File: src/rtl/regfile_arbiter.sv
// regfile_arbiter
//   Shares one synchronous single-port register file between two requesters:
//   requester 0 (two-wire serial slave register side) and requester 1
//   (parallel host/test port). One access is issued per cycle. Read data
//   comes back one cycle after the grant, flagged by that requester's rvalid.
//
//   Arbitration in NONE is round-robin on ties. A winner may lock ownership
//   (OWN0/OWN1) for a burst. A locked owner is forced out once it has held
//   ownership for MAX_HOLD cycles while the other requester waits.
//
//   Optional build macro ARB_FIXED_PRI_EN: a tie in NONE always goes to
//   requester 0. The one exception is the cycle right after a forced release,
//   which still goes to the requester that was kept waiting.
//
// Parameters
//   AW       address width
//   DW       data width
//   MAX_HOLD maximum locked cycles while the other requester waits (1..255)
//
// Ports
//   clk, rst              clock; synchronous active-high reset
//   rN_req/lock/we        requester N request, keep-ownership flag, write enable
//   rN_addr/wdata         requester N address and write data
//   rN_gnt                combinational grant: the access is issued this cycle
//   rN_rvalid             registered pulse: rd_data holds rN's read data
//   mem_en/we/addr/wdata  memory port
//   mem_rdata             memory read data, one cycle after the read strobe
//   rd_data               shared read data (equal to mem_rdata)
//   owner                 registered owner: 0 none, 1 requester 0, 2 requester 1
module regfile_arbiter #(
  parameter int AW       = 8,
  parameter int DW       = 16,
  parameter int MAX_HOLD = 16
) (
  input  logic          clk,
  input  logic          rst,
  input  logic          r0_req,
  input  logic          r0_lock,
  input  logic          r0_we,
  input  logic [AW-1:0] r0_addr,
  input  logic [DW-1:0] r0_wdata,
  output logic          r0_gnt,
  output logic          r0_rvalid,
  input  logic          r1_req,
  input  logic          r1_lock,
  input  logic          r1_we,
  input  logic [AW-1:0] r1_addr,
  input  logic [DW-1:0] r1_wdata,
  output logic          r1_gnt,
  output logic          r1_rvalid,
  output logic          mem_en,
  output logic          mem_we,
  output logic [AW-1:0] mem_addr,
  output logic [DW-1:0] mem_wdata,
  input  logic [DW-1:0] mem_rdata,
  output logic [DW-1:0] rd_data,
  output logic [1:0]    owner
);

  typedef enum logic [1:0] {
    NONE = 2'd0,
    OWN0 = 2'd1,
    OWN1 = 2'd2
  } state_t;

  localparam logic [7:0] MAX_HOLD_C = 8'(MAX_HOLD);

  state_t     state, state_nxt;
  logic       last, last_nxt;
  logic [7:0] hold_cnt, hold_nxt;
  logic       g0, g1;
  logic       tie_to_1;
  logic       rv0_p1, rv1_p1;

`ifdef ARB_FIXED_PRI_EN
  // Set by a forced release so the waiting requester gets exactly one tie.
  logic       rel_pend, rel_pend_nxt;
`endif

  function automatic logic [7:0] sat_inc(input logic [7:0] v);
    return (v == 8'hFF) ? v : v + 8'd1;
  endfunction

`ifdef ARB_FIXED_PRI_EN
  // After a release by requester 0 (last = 0) the tie goes to requester 1;
  // a release by requester 1 leaves requester 0 winning the tie anyway.
  assign tie_to_1 = rel_pend & ~last;
`else
  assign tie_to_1 = ~last;
`endif

  always_comb begin
    state_nxt = state;
    last_nxt  = last;
    hold_nxt  = hold_cnt;
    g0        = 1'b0;
    g1        = 1'b0;
`ifdef ARB_FIXED_PRI_EN
    rel_pend_nxt = rel_pend;
`endif
    case (state)
      NONE: begin
`ifdef ARB_FIXED_PRI_EN
        rel_pend_nxt = 1'b0;
`endif
        g1 = r1_req & (~r0_req | tie_to_1);
        g0 = r0_req & ~g1;
        if (g0) begin
          last_nxt = 1'b0;
          if (r0_lock) begin
            state_nxt = OWN0;
            hold_nxt  = 8'd0;
          end
        end
        if (g1) begin
          last_nxt = 1'b1;
          if (r1_lock) begin
            state_nxt = OWN1;
            hold_nxt  = 8'd0;
          end
        end
      end
      OWN0: begin
        hold_nxt = sat_inc(hold_cnt);
        // Forced release wins over the owner's own request; the bubble cycle
        // lets NONE hand the next tie to the waiting requester.
        if ((hold_cnt >= MAX_HOLD_C) && r1_req) begin
          state_nxt = NONE;
          last_nxt  = 1'b0;
`ifdef ARB_FIXED_PRI_EN
          rel_pend_nxt = 1'b1;
`endif
        end else if (r0_req) begin
          g0 = 1'b1;
          if (!r0_lock) state_nxt = NONE;
        end else if (!r0_lock) begin
          state_nxt = NONE;
        end
      end
      OWN1: begin
        hold_nxt = sat_inc(hold_cnt);
        if ((hold_cnt >= MAX_HOLD_C) && r0_req) begin
          state_nxt = NONE;
          last_nxt  = 1'b1;
`ifdef ARB_FIXED_PRI_EN
          rel_pend_nxt = 1'b1;
`endif
        end else if (r1_req) begin
          g1 = 1'b1;
          if (!r1_lock) state_nxt = NONE;
        end else if (!r1_lock) begin
          state_nxt = NONE;
        end
      end
      default: state_nxt = NONE;
    endcase
  end

  // Grants are suppressed for the whole reset cycle so nothing reaches memory.
  assign r0_gnt    = g0 & ~rst;
  assign r1_gnt    = g1 & ~rst;
  assign mem_en    = r0_gnt | r1_gnt;
  assign mem_we    = (r0_gnt & r0_we) | (r1_gnt & r1_we);
  assign mem_addr  = g1 ? r1_addr  : r0_addr;
  assign mem_wdata = g1 ? r1_wdata : r0_wdata;

  // Stage p0 -> p1: grant cycle to read-data cycle
  always_ff @(posedge clk) begin
    if (rst) begin
      state    <= NONE;
      last     <= 1'b1;
      hold_cnt <= 8'd0;
      rv0_p1   <= 1'b0;
      rv1_p1   <= 1'b0;
`ifdef ARB_FIXED_PRI_EN
      rel_pend <= 1'b0;
`endif
    end else begin
      state    <= state_nxt;
      last     <= last_nxt;
      hold_cnt <= hold_nxt;
      rv0_p1   <= r0_gnt & ~r0_we;
      rv1_p1   <= r1_gnt & ~r1_we;
`ifdef ARB_FIXED_PRI_EN
      rel_pend <= rel_pend_nxt;
`endif
    end
  end

  assign r0_rvalid = rv0_p1;
  assign r1_rvalid = rv1_p1;
  assign rd_data   = mem_rdata;
  assign owner     = state;

endmodule

File: config.mk
export PLATFORM = sky130hd
export DESIGN_NAME = regfile_arbiter
export DESIGN_NICKNAME = d
export VERILOG_FILES = /design/src/rtl/regfile_arbiter.sv
export SDC_FILE = /design/constraint.sdc
export NUM_CORES = 1
export LEC_CHECK = 0
export BUFFER_PORTS_ARGS = -buffer_cell sky130_fd_sc_hd__buf_2
export CAP_MARGIN = 20
export CORE_MARGIN = 5
export CORE_UTILIZATION = 35
export DETAILED_ROUTE_END_ITERATION = 8
export PLACE_DENSITY = 0.75
export SYNTH_ARGS = -nofsm -noshare
export SYNTH_HDL_FRONTEND = slang
export SYNTH_SLANG_ARGS = --single-unit
File: constraint.sdc
create_clock -name clk -period 3.7 [get_ports clk]
set_input_delay 0.185 -clock clk [delete_from_list [all_inputs] [get_ports clk]]
set_output_delay 0.185 -clock clk [all_outputs]
set_load 0.05 [all_outputs]
## Yosys cells after proc, flatten, opt, wreduce, memory -nomap -nowiden

Index checks and enable logic that the tools add are counted.

| storage, ports and cells | value |
|---|---|
| word-level logic and storage cells | 70 |
| output and inout bits | 48 |
| register bits after elaboration | 13 |
| bits of input ports | 72 |

| operators by class | value |
|---|---|
| reduce and logical (&&, ||, !) cells | 9 |
| magnitude comparators | 1 |
| equality and inequality tests | 9 |
| bitwise operators | 17 |
| add/sub/neg operators | 1 |
| mux-type cells | 28 |

Operators by type and width:

| kind | number |
|---|---|
| $mux W8 | 6 |
| $mux W16 | 1 |
| $mux W2 | 8 |
| $pmux W8 S2 | 1 |
| $ne A3 B3 Y1 const B | 3 |
| $add A8 B1 Y8 const B | 1 |
| $and A1 B1 Y1 | 8 |
| $eq A8 B8 Y1 const B | 1 |
| $ge A8 B5 Y1 const B | 1 |
| $mux W1 | 8 |
| $ne A2 B2 Y1 const B | 3 |
| $not A1 Y1 | 6 |
| $pmux W2 S3 | 1 |
| $pmux W1 S2 | 2 |
| $reduce_and A2 Y1 | 2 |
| $reduce_and A4 Y1 | 1 |
| $or A1 B1 Y1 | 3 |
| $pmux W1 S3 | 1 |
| $reduce_bool A3 Y1 | 1 |
| $eq A2 B1 Y1 const B | 1 |
| $eq A2 B2 Y1 const B | 1 |
| $logic_and A1 B1 Y1 | 2 |
| $logic_not A2 Y1 | 1 |
| $reduce_bool A2 Y1 | 1 |
| $reduce_or A2 Y1 | 1 |

## Depth between registers and ports, before layout

Gate-level depths: netlist of the first run.

| logic depth | value |
|---|---|
| depth in word-level cells | 9 |
| depth in mapped cells | 8 |
| mapped depth without buffers | 6 |

## Worst setup path after synthesis of the first run

Ideal clock, no wire load.

| timing | value |
|---|---|
| path type | register to output |
| start | register state[0] (netlist: owner[0]) |
| end | output mem_we |
| data arrival time | 2,821 ps |
| cell stages (with the launch flop) | 9 |
| setup slack | 694 ps |
| path through | dfxtp_1 inv_1 ha_1 clkbuf_1 nor2_1 o22ai_1 o21ai_4 buf_6 o32ai_1 |

| between the ends | value |
|---|---|
| word-level cells in the longest chain between the ends | 5 |

Ends and longest elaborated chain:

| what | RTL line | RTL |
|---|---|---|
| from (decl) | 68 | `state_t state, state_nxt;` |
| from (signal assigned) | 179 | `state <= state_nxt;` |
| $eq A2 B1 Y1, or another cell as far along | 101 | `case (state)` |
| $pmux W1 S2 | 101 |  |
| $and A1 B1 Y1, on equally long branches | 160, 161 |  |
| $and A1 B1 Y1 | 163 | `assign mem_we = (r0_gnt & r0_we) \| (r1_gnt & r1_we);` |
| $or A1 B1 Y1 (*) | 163 |  |
| to (decl) | 52 | `output logic mem_we,` |

Every way passes the cells marked *; elsewhere a longest branch is shown, timed or not.

## Final worst setup path of the first run

| timing | value |
|---|---|
| start | register state[0] (netlist: owner[0]) |
| end | output mem_addr[2] |

| between the ends | value |
|---|---|
| word-level cells in the longest chain between the ends | 3 |

Ends and longest elaborated chain:

| what | RTL line | RTL |
|---|---|---|
| $eq A2 B2 Y1 / $logic_not A2 Y1 (equally long branches) | 101 |  |
| $pmux W1 S2 (*) | 101 |  |
| $mux W8 (*) | 164 | `assign mem_addr = g1 ? r1_addr : r0_addr;` |
| to (decl) | 53 | `output logic [AW-1:0] mem_addr,` |

Marked as above.

==> flow_metrics.env, run 1 <==
export IMPL_outcome="complete, no violations"
export IMPL_ys_types=42
export IMPL_ir_worst_vdd_mv=0.173
export IMPL_vias_per_cell=5.03
export IMPL_cts_resized=0
export IMPL_r2r_slack_ns=1.54
export IMPL_cts_htree_levels=1
export IMPL_drt_total_wl_um=3700
export IMPL_design_area_um2=1730
export IMPL_drtAntennaViolNets=0
export IMPL_grt_pass1_vias=1318
export IMPL_startpoint_type="flip-flop"
export IMPL_synth_top_family_by_area="multiplexers"
export IMPL_multi_input_area_um2=886
export IMPL_max_slew_margin_rel=0.381
export IMPL_cts_inserted_buffers=3
export IMPL_cp_arrival_ns=2.61
export IMPL_synth_adder_area_share=0.0554
export IMPL_synth_xor_area_frac=0
export IMPL_syn_num_nets=229
export IMPL_layout_commonest_cell="buf_2"
export IMPL_grt_pass1_wl_um=5760
export IMPL_mostFrequentLayoutCells="87 x buf_2, 16 x mux2_4, 13 x dfxtp_1, 10 x inv_1"
export IMPL_synth_compound_area_frac=0.197
export IMPL_power_density_nw_per_um2=380
export IMPL_worst_slack_ns=0.908
export IMPL_cts_setup_buffers=0
export IMPL_cts_reportedPaths_clkPinSlew_ns=0.05
export IMPL_grt_start_max_net_pins=26
export IMPL_post_route_period_util=0.755
export IMPL_p_sw_uw=306
export IMPL_hold_path_depth=2
export IMPL_synth_area_mux_share=0.251
export IMPL_rsz0062_at_grt="false"
export IMPL_synth_edf_count=0
export IMPL_crit_fanout=25
export IMPL_worst_hold_slack_ns=0.115
export IMPL_switching_share=0.465
export IMPL_syn_inst=151
export IMPL_drv_cap=0
export IMPL_seqPwrFrac=0.237
export IMPL_root_buffer="clkbuf_8"
export IMPL_gp_congestion=0.783
export IMPL_leakagePower_nw=0.869
export IMPL_register_area_um2=260
export IMPL_synth_area_um2=1360
export IMPL_synth_seq_cells=13
export IMPL_clockBufferDepth=2
export IMPL_nFillCells=372
export IMPL_ys_warn_count=0
export IMPL_io_pin_count=120
export IMPL_core_area_um2=3720
export IMPL_async_flop_share=0
export IMPL_portBuffers=87
export IMPL_placed_area_um2=1690
export IMPL_clock_sinks=13
export IMPL_dieArea_um2=5220
export IMPL_tightest_slew_ns=0.925
export IMPL_pwr_share_clk=0.195
export IMPL_pre_cts_ws_ns=1.12
export IMPL_final_cells=267
export IMPL_rr_worst_depth=7
export IMPL_clock_latency_ns=0.25
export IMPL_yosys_top_cells_area="dfxtp_1 19%, mux2_4 18%, buf_4 8.9%"
export IMPL_worst_hold_path_type="input port to flip-flop"
export IMPL_gr_total_overflow=0
export IMPL_slew_viol_final=0
export IMPL_yosys_area_share_simple=0.149
export IMPL_synth_top_area_share=0.192
export IMPL_initial_utilization=0.365
export IMPL_yosys_most_used_dff="dfxtp_1"
export IMPL_setup_tns_ns=0
export IMPL_pwr_share_comb=0.569
export IMPL_hold_start="r0_we"
export IMPL_drc_errors=0
export IMPL_dp_hpwl_um=3040
export IMPL_ys_seq_area_frac=0.192
export IMPL_timing_rr_end="r1_rvalid$_SDFF_PP0_"
export IMPL_drtIter0Drc=63
export IMPL_hold_viol=0
export IMPL_post_drt_wl_per_cell_um=13.8
export IMPL_synth_area_per_cell_um2=8.98
export IMPL_fin_skew_ns=0.00589
export IMPL_r2r_start="owner[0]$_SDFFE_PP0P_"
export IMPL_grt_antenna_before_repair=0
export IMPL_end_kind="output port"
export IMPL_postCtsHoldBufs=0
export IMPL_place_inst=263
export IMPL_track_usage=0.134
export IMPL_synth_area_leader_cell="dfxtp_1"
export IMPL_antenna_cells=0
export IMPL_layout_drive_gt1_share=0.548
export IMPL_fmax_ghz=0.358
export IMPL_worst_setup_path_type="flip-flop to output port"
export IMPL_rows=22
export IMPL_fin_crit_ns=2.79
export IMPL_drtPass1Iterations=4
export IMPL_setup_viol=0
export IMPL_required_ns=3.51
export IMPL_fin_nets=298
export IMPL_die_w_um=72.3
export IMPL_intPower_uw=352
export IMPL_cts_tree="done"
export IMPL_die_h_um=72.3
export IMPL_hold_end="r0_rvalid$_SDFF_PP0_"
export IMPL_syn2layout_area_growth_pct=27.8
export IMPL_via_count=1343
-- power groups by stage --
stage	clock [mW]	sequential (mW)	combinational, mW
after floorplan	0	0.168	0.332
after global placement	0	0.159	0.373
after detailed placement	0	0.159	0.377
after CTS	0.134	0.156	0.378
after global routing	0.142	0.157	0.399
final	0.128	0.156	0.375
-- Yosys cell counts, types with 2 or more instances --
| cell | count |
|---|---|
| inv_1 | 10 |
| mux2_4 | 16 |
| nand3_1 | 7 |
| clkbuf_1 | 4 |
| o21ai_0 | 4 |
| a211oi_1 | 5 |
| ha_1 | 6 |
| o41ai_1 | 2 |
| a32oi_1 | 2 |
| a21oi_1 | 4 |
| buf_4 | 16 |
| nor2_1 | 9 |
| mux2_2 | 8 |
| a311oi_1 | 2 |
| buf_6 | 3 |
| dfxtp_1 | 13 |
| nand2b_1 | 5 |
| nand2_1 | 9 |
| a221oi_1 | 3 |
-- state kept, by name, summed over array words and instances, names as in the netlist --
name / count
hold_cnt: 8
owner: 2
last: 1
r0_rvalid: 1
r1_rvalid: 1
-- logic make-up (layout without fill, tap and decap cells) --
| group | Yosys count | in the layout |
|---|---|---|
| fa+ha+maj | 6 | 6 |
| flops | 13 | 13 |
| buf+inv | 34 | 102 |
| mux | 25 | 25 |
| compound gates | 35 | 35 |
| simple gates | 38 | 38 |
-- final cells by class --
class,count,area share
clock buffer,3,0.0238
clock inverter,1,0.00289
inverter,10,0.0217
multi-input combinational,104,0.511
sequential,13,0.150
tap,48,0.0347
timing repair buffer,88,0.256
-- stage by stage --
stage          utilization  power (mW)
5_1_grt              0.466       0.698
3_5_place_dp         0.454       0.536
6_report             0.466       0.658
3_3_place_gp         0.454       0.532
2_1_floorplan            -       0.500
4_1_cts              0.466       0.668
-- critical path, stage by stage (launching register included) --
cell,delay [ns]
dfxtp_1,0.37
inv_1,0.09
ha_1,0.29
nor2_1,0.13
o22ai_1,0.11
o21ai_4,0.73
mux2_2,0.42
buf_2,0.21
-- worst max-delay path by stage --
stage | start | to | slack [ns]
2_1_floorplan | owner[0]$_SDFFE_PP0P_ | mem_we | 0.69
3_3_place_gp | owner[0]$_SDFFE_PP0P_ | mem_addr[4] | 1.20
3_5_place_dp | owner[0]$_SDFFE_PP0P_ | mem_addr[2] | 1.12
4_1_cts | owner[1]$_SDFFE_PP0P_ | mem_addr[2] | 0.86
5_1_grt | owner[1]$_SDFFE_PP0P_ | mem_addr[2] | 0.74
6_report | owner[0]$_SDFFE_PP0P_ | mem_addr[2] | 0.91
-- routing by layer --
metal	GRT usage	part of all wire
met5	0	0
met1	0.170	0.42
met2	0.222	0.50
met4	0.0605	0.018
met3	0.0208	0.065
No activity file was read; power rests on OpenSTA's default activity.
==> inputs of run 2 (changes only) <==
--- a/config.mk
+++ b/config.mk
@@ -8,9 +8,9 @@
 export BUFFER_PORTS_ARGS = -buffer_cell sky130_fd_sc_hd__buf_2
 export CAP_MARGIN = 20
 export CORE_MARGIN = 5
-export CORE_UTILIZATION = 35
+export CORE_UTILIZATION = 34
 export DETAILED_ROUTE_END_ITERATION = 8
-export PLACE_DENSITY = 0.75
+export PLACE_DENSITY = 0.77
 export SYNTH_ARGS = -nofsm -noshare
 export SYNTH_HDL_FRONTEND = slang
 export SYNTH_SLANG_ARGS = --single-unit
==> constraint.sdc (replaced) <==
create_clock -name clk -period 2.3 [get_ports clk]
set_input_delay 0.115 -clock clk [delete_from_list [all_inputs] [get_ports clk]]
set_output_delay 0.115 -clock clk [all_outputs]
set_load 0.05 [all_outputs]
==> flow_metrics.env, run 2 (synthesized netlist as in run 1, its figures left out) <==
export IMPL_tightest_slew_ns=0.430
export IMPL_drtAntennaViolNets=0
export IMPL_grt_pass1_vias=1258
export IMPL_fin_skew_ns=0.00147
export IMPL_hold_viol=0
export IMPL_cts_reportedPaths_clkPinSlew_ns=0.06
export IMPL_clock_latency_ns=0.25
export IMPL_vias_per_cell=5.01
export IMPL_p_total_mw=1.16
export IMPL_ir_worst_vdd_mv=0.472
export IMPL_cp_arrival_ns=2.16
export IMPL_io_pin_count=120
export IMPL_dieArea_um2=5350
export IMPL_clockBufferDepth=2
export IMPL_layout_commonest_cell="buf_2"
export IMPL_portBuffers=87
export IMPL_root_buffer="clkbuf_8"
export IMPL_dp_hpwl_um=3050
export IMPL_rows=23
export IMPL_drtPass1Iterations=4
export IMPL_grt_start_max_net_pins=29
export IMPL_layout_drive_gt1_share=0.596
export IMPL_drv_cap=0
export IMPL_cp_slowest_cell="dfxtp_4"
export IMPL_power_density_nw_per_um2=609
export IMPL_die_w_um=73.2
export IMPL_hold_start="r0_we"
export IMPL_grt_antenna_before_repair=0
export IMPL_outcome="complete, no violations"
export IMPL_gp_congestion=0.827
export IMPL_largest_register="hold_cnt"
export IMPL_end_kind="output port"
export IMPL_antenna_cells=0
export IMPL_place_inst=266
export IMPL_grt_pass1_wl_um=5620
export IMPL_fmax_ghz=0.440
export IMPL_fin_nets=302
export IMPL_cts_inserted_buffers=3
export IMPL_r2r_start="hold_cnt[0]$_SDFFE_PP0P_"
export IMPL_syn2layout_area_growth_pct=40.6
export IMPL_worst_setup_path_type="flip-flop to output port"
export IMPL_worst_hold_path_type="input port to flip-flop"
export IMPL_fin_crit_ns=2.27
export IMPL_clock_sinks=13
export IMPL_drc_errors=0
export IMPL_cp_startpoint="owner[0]$_SDFFE_PP0P_"
export IMPL_core_area_um2=3940
export IMPL_crit_path_cell_trace="inv_2 -> ha_4 -> nor2_2 -> o22ai_2 -> o21ai_4 -> clkbuf_16 -> mux2_2 -> buf_6"
export IMPL_max_slew_margin_rel=0.710
export IMPL_drt_total_wl_um=4130
export IMPL_crit_fanout=8
export IMPL_worst_slack_ns=0.0297
export IMPL_cts_tree="done"
export IMPL_final_cells=273
export IMPL_setup_viol=0
export IMPL_max_stage_delay_ns=0.36
export IMPL_drtIter0Drc=64
export IMPL_slew_viol_final=0
export IMPL_initial_utilization=0.344
export IMPL_pre_cts_ws_ns=0.251
export IMPL_cts_setup_buffers=0
export IMPL_cts_htree_levels=1
export IMPL_leakagePower_nw=0.935
export IMPL_mostFrequentLayoutCells="72 x buf_2, 16 x mux2_4, 14 x buf_4, 11 x dfxtp_1, 9 x nand2_1"
export IMPL_largest_register_ffs=8
export IMPL_startpoint_type="flip-flop"
export IMPL_track_usage=0.133
export IMPL_gr_total_overflow=0
export IMPL_via_count=1368
export IMPL_post_route_period_util=0.987
export IMPL_die_h_um=73.2
export IMPL_required_ns=2.18
export IMPL_post_drt_wl_per_cell_um=15.1
[run 2: worst paths after layout]
| kind | depth (start not counted) | slack (ns) | end |
|---|---|---|---|
| max | 8 | 0.03 | mem_addr[4] |
| min | 2 | 0.03 | r0_rvalid$_SDFF_PP0_ |
| max reg2reg | 5 | 0.53 | hold_cnt[2]$_SDFFE_PP0P_ |
| min reg2reg | 2 | 0.53 | hold_cnt[1]$_SDFFE_PP0P_ |
[run 2: layer usage]
layer	vias to the layer above	track usage	wire [µm]
li1	675	-	-
met1	624	0.165	1710
met2	56	0.199	2000
met3	13	0.0289	297
met4	0	0.0984	111
met5	-	0	0
[run 2: power by group]
group          switching, mW  total, mW  internal (mW)
Combinational          0.417      0.690          0.272
Sequential            0.0146      0.253          0.238
Clock                 0.0981      0.218          0.120
Total                  0.530       1.16          0.631
[run 2: final cells by class]
cell class | instances | area [µm²]
Multi-Input combinational cell | 104 | 927
Sequential cell | 13 | 268
Inverter | 10 | 37.5
Tap cell | 50 | 62.6
Fill cell | 376 | 2040
Timing Repair Buffer | 92 | 566
Clock buffer | 3 | 41.3
Clock inverter | 1 | 5.00
[run 2: critical path: cells and delay by family, from the launching register on]
family | cells | cell delay [ns]
compound gates | 2 | 0.41
simple gates | 1 | 0.13
buf+inv | 3 | 0.45
mux | 1 | 0.35
flops | 1 | 0.36
fa+ha+maj | 1 | 0.19
[run 2: per-stage QoR]
stage	cell area [µm²]	util	setup TNS (ns)	hold WS, ns
finish	1910	0.484	0	0.0270
global placement	1720	0.436	0	0.230
CTS	1770	0.448	0	0.0259
floorplan	1370	-	0	0.187
global route	1910	0.484	-0.852	0.0383
detailed placement	1720	0.436	0	0.230
[run 2: timing repair]
item	in CTS	in global routing
pin swaps	0	1
cloned	0	3
setup endpoints to repair	8	24
resized for setup	1	39
hold buffers	0	0
==> inputs of run 3 (changes only) <==
--- a/config.mk
+++ b/config.mk
@@ -7,9 +7,11 @@
 export LEC_CHECK = 0
 export BUFFER_PORTS_ARGS = -buffer_cell sky130_fd_sc_hd__buf_2
 export CAP_MARGIN = 20
+export CORE_ASPECT_RATIO = 1.5
 export CORE_MARGIN = 5
 export CORE_UTILIZATION = 34
 export DETAILED_ROUTE_END_ITERATION = 8
+export MAX_ROUTING_LAYER = met4
 export PLACE_DENSITY = 0.77
 export SYNTH_ARGS = -nofsm -noshare
 export SYNTH_HDL_FRONTEND = slang
==> flow_metrics.env, run 3 (synthesized netlist as in run 1, its figures left out) <==
export IMPL_register_area_um2=263
export IMPL_p_sw_uw=506
export IMPL_core_area_um2=3890
export IMPL_grt_antenna_before_repair=0
export IMPL_fin_nets=299
export IMPL_mostFrequentLayoutCells="87 x buf_2, 16 x mux2_4, 11 x dfxtp_1, 10 x inv_1"
export IMPL_grt_pass1_vias=1327
export IMPL_startpoint_type="flip-flop"
export IMPL_worst_hold_slack_ns=0.0490
export IMPL_via_count=1394
export IMPL_cts_inserted_buffers=3
export IMPL_cp_arrival_ns=2.10
export IMPL_crit_path_cell_trace="inv_1 -> ha_1 -> nor2_1 -> o22ai_1 -> o21ai_4 -> clkbuf_16 -> mux2_4 -> buf_2"
export IMPL_gp_congestion=0.832
export IMPL_rows=28
export IMPL_drv_cap=0
export IMPL_drt_total_wl_um=4170
export IMPL_pwr_share_comb=0.576
export IMPL_antenna_cells=0
export IMPL_io_pin_count=120
export IMPL_syn2layout_area_growth_pct=31.1
export IMPL_setup_tns_ns=0
export IMPL_drtAntennaViolNets=0
export IMPL_nFillCells=398
export IMPL_intPower_uw=588
export IMPL_layout_drive_gt1_share=0.564
export IMPL_slew_viol_final=0
export IMPL_cts_tree="done"
export IMPL_leakagePower_nw=0.887
export IMPL_required_ns=2.18
export IMPL_largest_register="hold_cnt"
export IMPL_drtPass1Iterations=4
export IMPL_clockBufferDepth=2
export IMPL_outcome="complete, no violations"
export IMPL_initial_utilization=0.349
export IMPL_root_buffer="clkbuf_8"
export IMPL_setup_viol=0
export IMPL_max_slew_margin_rel=0.718
export IMPL_ir_worst_vdd_mv=0.380
export IMPL_postCtsHoldBufs=0
export IMPL_layout_commonest_cell="buf_2"
export IMPL_end_kind="output port"
export IMPL_power_density_nw_per_um2=615
export IMPL_die_w_um=61.6
export IMPL_cp_slowest_cell="dfxtp_2"
export IMPL_switching_share=0.463
export IMPL_grt_pass1_wl_um=5690
export IMPL_largest_register_ffs=8
export IMPL_placed_area_um2=1710
export IMPL_clock_latency_ns=0.24
export IMPL_post_drt_wl_per_cell_um=15.7
export IMPL_portBuffers=87
export IMPL_tightest_slew_ns=0.419
export IMPL_die_h_um=87.4
export IMPL_cts_reportedPaths_clkPinSlew_ns=0.06
export IMPL_worst_hold_path_type="input port to flip-flop"
export IMPL_post_route_period_util=0.965
export IMPL_design_area_um2=1780
export IMPL_fin_crit_ns=2.22
export IMPL_crit_fanout=14
export IMPL_fmax_ghz=0.451
export IMPL_worst_setup_path_type="flip-flop to output port"
export IMPL_track_usage=0.143
export IMPL_gr_total_overflow=0
export IMPL_rsz0062_at_grt="false"
export IMPL_cts_setup_buffers=0
export IMPL_drtIter0Drc=42
export IMPL_fin_skew_ns=0.00738
export IMPL_dp_hpwl_um=3430
export IMPL_multi_input_area_um2=896
export IMPL_seqPwrFrac=0.230
export IMPL_final_util=0.457
export IMPL_pwr_share_clk=0.194
export IMPL_hold_viol=0
export IMPL_vias_per_cell=5.26
export IMPL_clock_sinks=13
export IMPL_dieArea_um2=5380
export IMPL_max_stage_delay_ns=0.35
export IMPL_grt_start_max_net_pins=29
export IMPL_drc_errors=0
export IMPL_cts_htree_levels=1
run 3: power groups by stage:
stage	Sequential, mW	Clock, mW	Combinational, mW
3_5_place_dp	0.257	0	0.618
2_1_floorplan	0.271	0	0.537
5_1_grt	0.255	0.224	0.666
6_report	0.252	0.212	0.630
3_3_place_gp	0.256	0	0.612
4_1_cts	0.252	0.214	0.619
run 3: metrics by stage:
step	total power, mW	instances	setup slack (ns)
floorplan	0.807	151	0.00352
global placement	0.868	260	0.349
detailed placement	0.875	260	0.316
CTS	1.09	264	0.0409
global route	1.14	265	0.000717
finish	1.09	265	0.0808
run 3: worst paths after layout:
check                           startpoint                  endpoint  slack (ns)  cells past startpoint
hold / removal                       r1_we      r1_rvalid$_SDFF_PP0_        0.05                      2
setup reg to reg  hold_cnt[0]$_SDFFE_PP0P_  hold_cnt[4]$_SDFFE_PP0P_        0.52                      5
setup / recovery     owner[0]$_SDFFE_PP0P_              mem_wdata[6]        0.08                      8
hold reg to reg   hold_cnt[1]$_SDFFE_PP0P_  hold_cnt[1]$_SDFFE_PP0P_        0.53                      2
run 3: metal layers:
layer,routed length (µm),global-route usage,share of wire
met1,1410,0.137,0.34
met2,2070,0.267,0.50
met3,660,0.0341,0.16
met4,27,0.0444,0.0065
met5,0,-,0
run 3: timing repair:
action,4_1_cts,5_1_grt
setup endpoints to repair,0,25
gates resized for setup,0,1
endpoints found under the hold margin,0,0
run 3: final cells by class:
| class | count | share of cell area |
|---|---|---|
| Multi-Input combinational cell | 104 | 0.504 |
| Timing Repair Buffer | 89 | 0.270 |
| Sequential cell | 13 | 0.148 |
| Tap cell | 45 | 0.0317 |
| Clock buffer | 4 | 0.0253 |
| Inverter | 10 | 0.0211 |
run 3: worst max-delay path, delay by kind of cell (launching register included):
family	cells	cell delay [ns]
flip-flops	1	0.35
multiplexers	1	0.30
AO/OA/AOI/OAI	2	0.33
buffers and inverters	3	0.51
AND/OR/NAND/NOR	1	0.11
adder cells (fa/ha/maj)	1	0.26
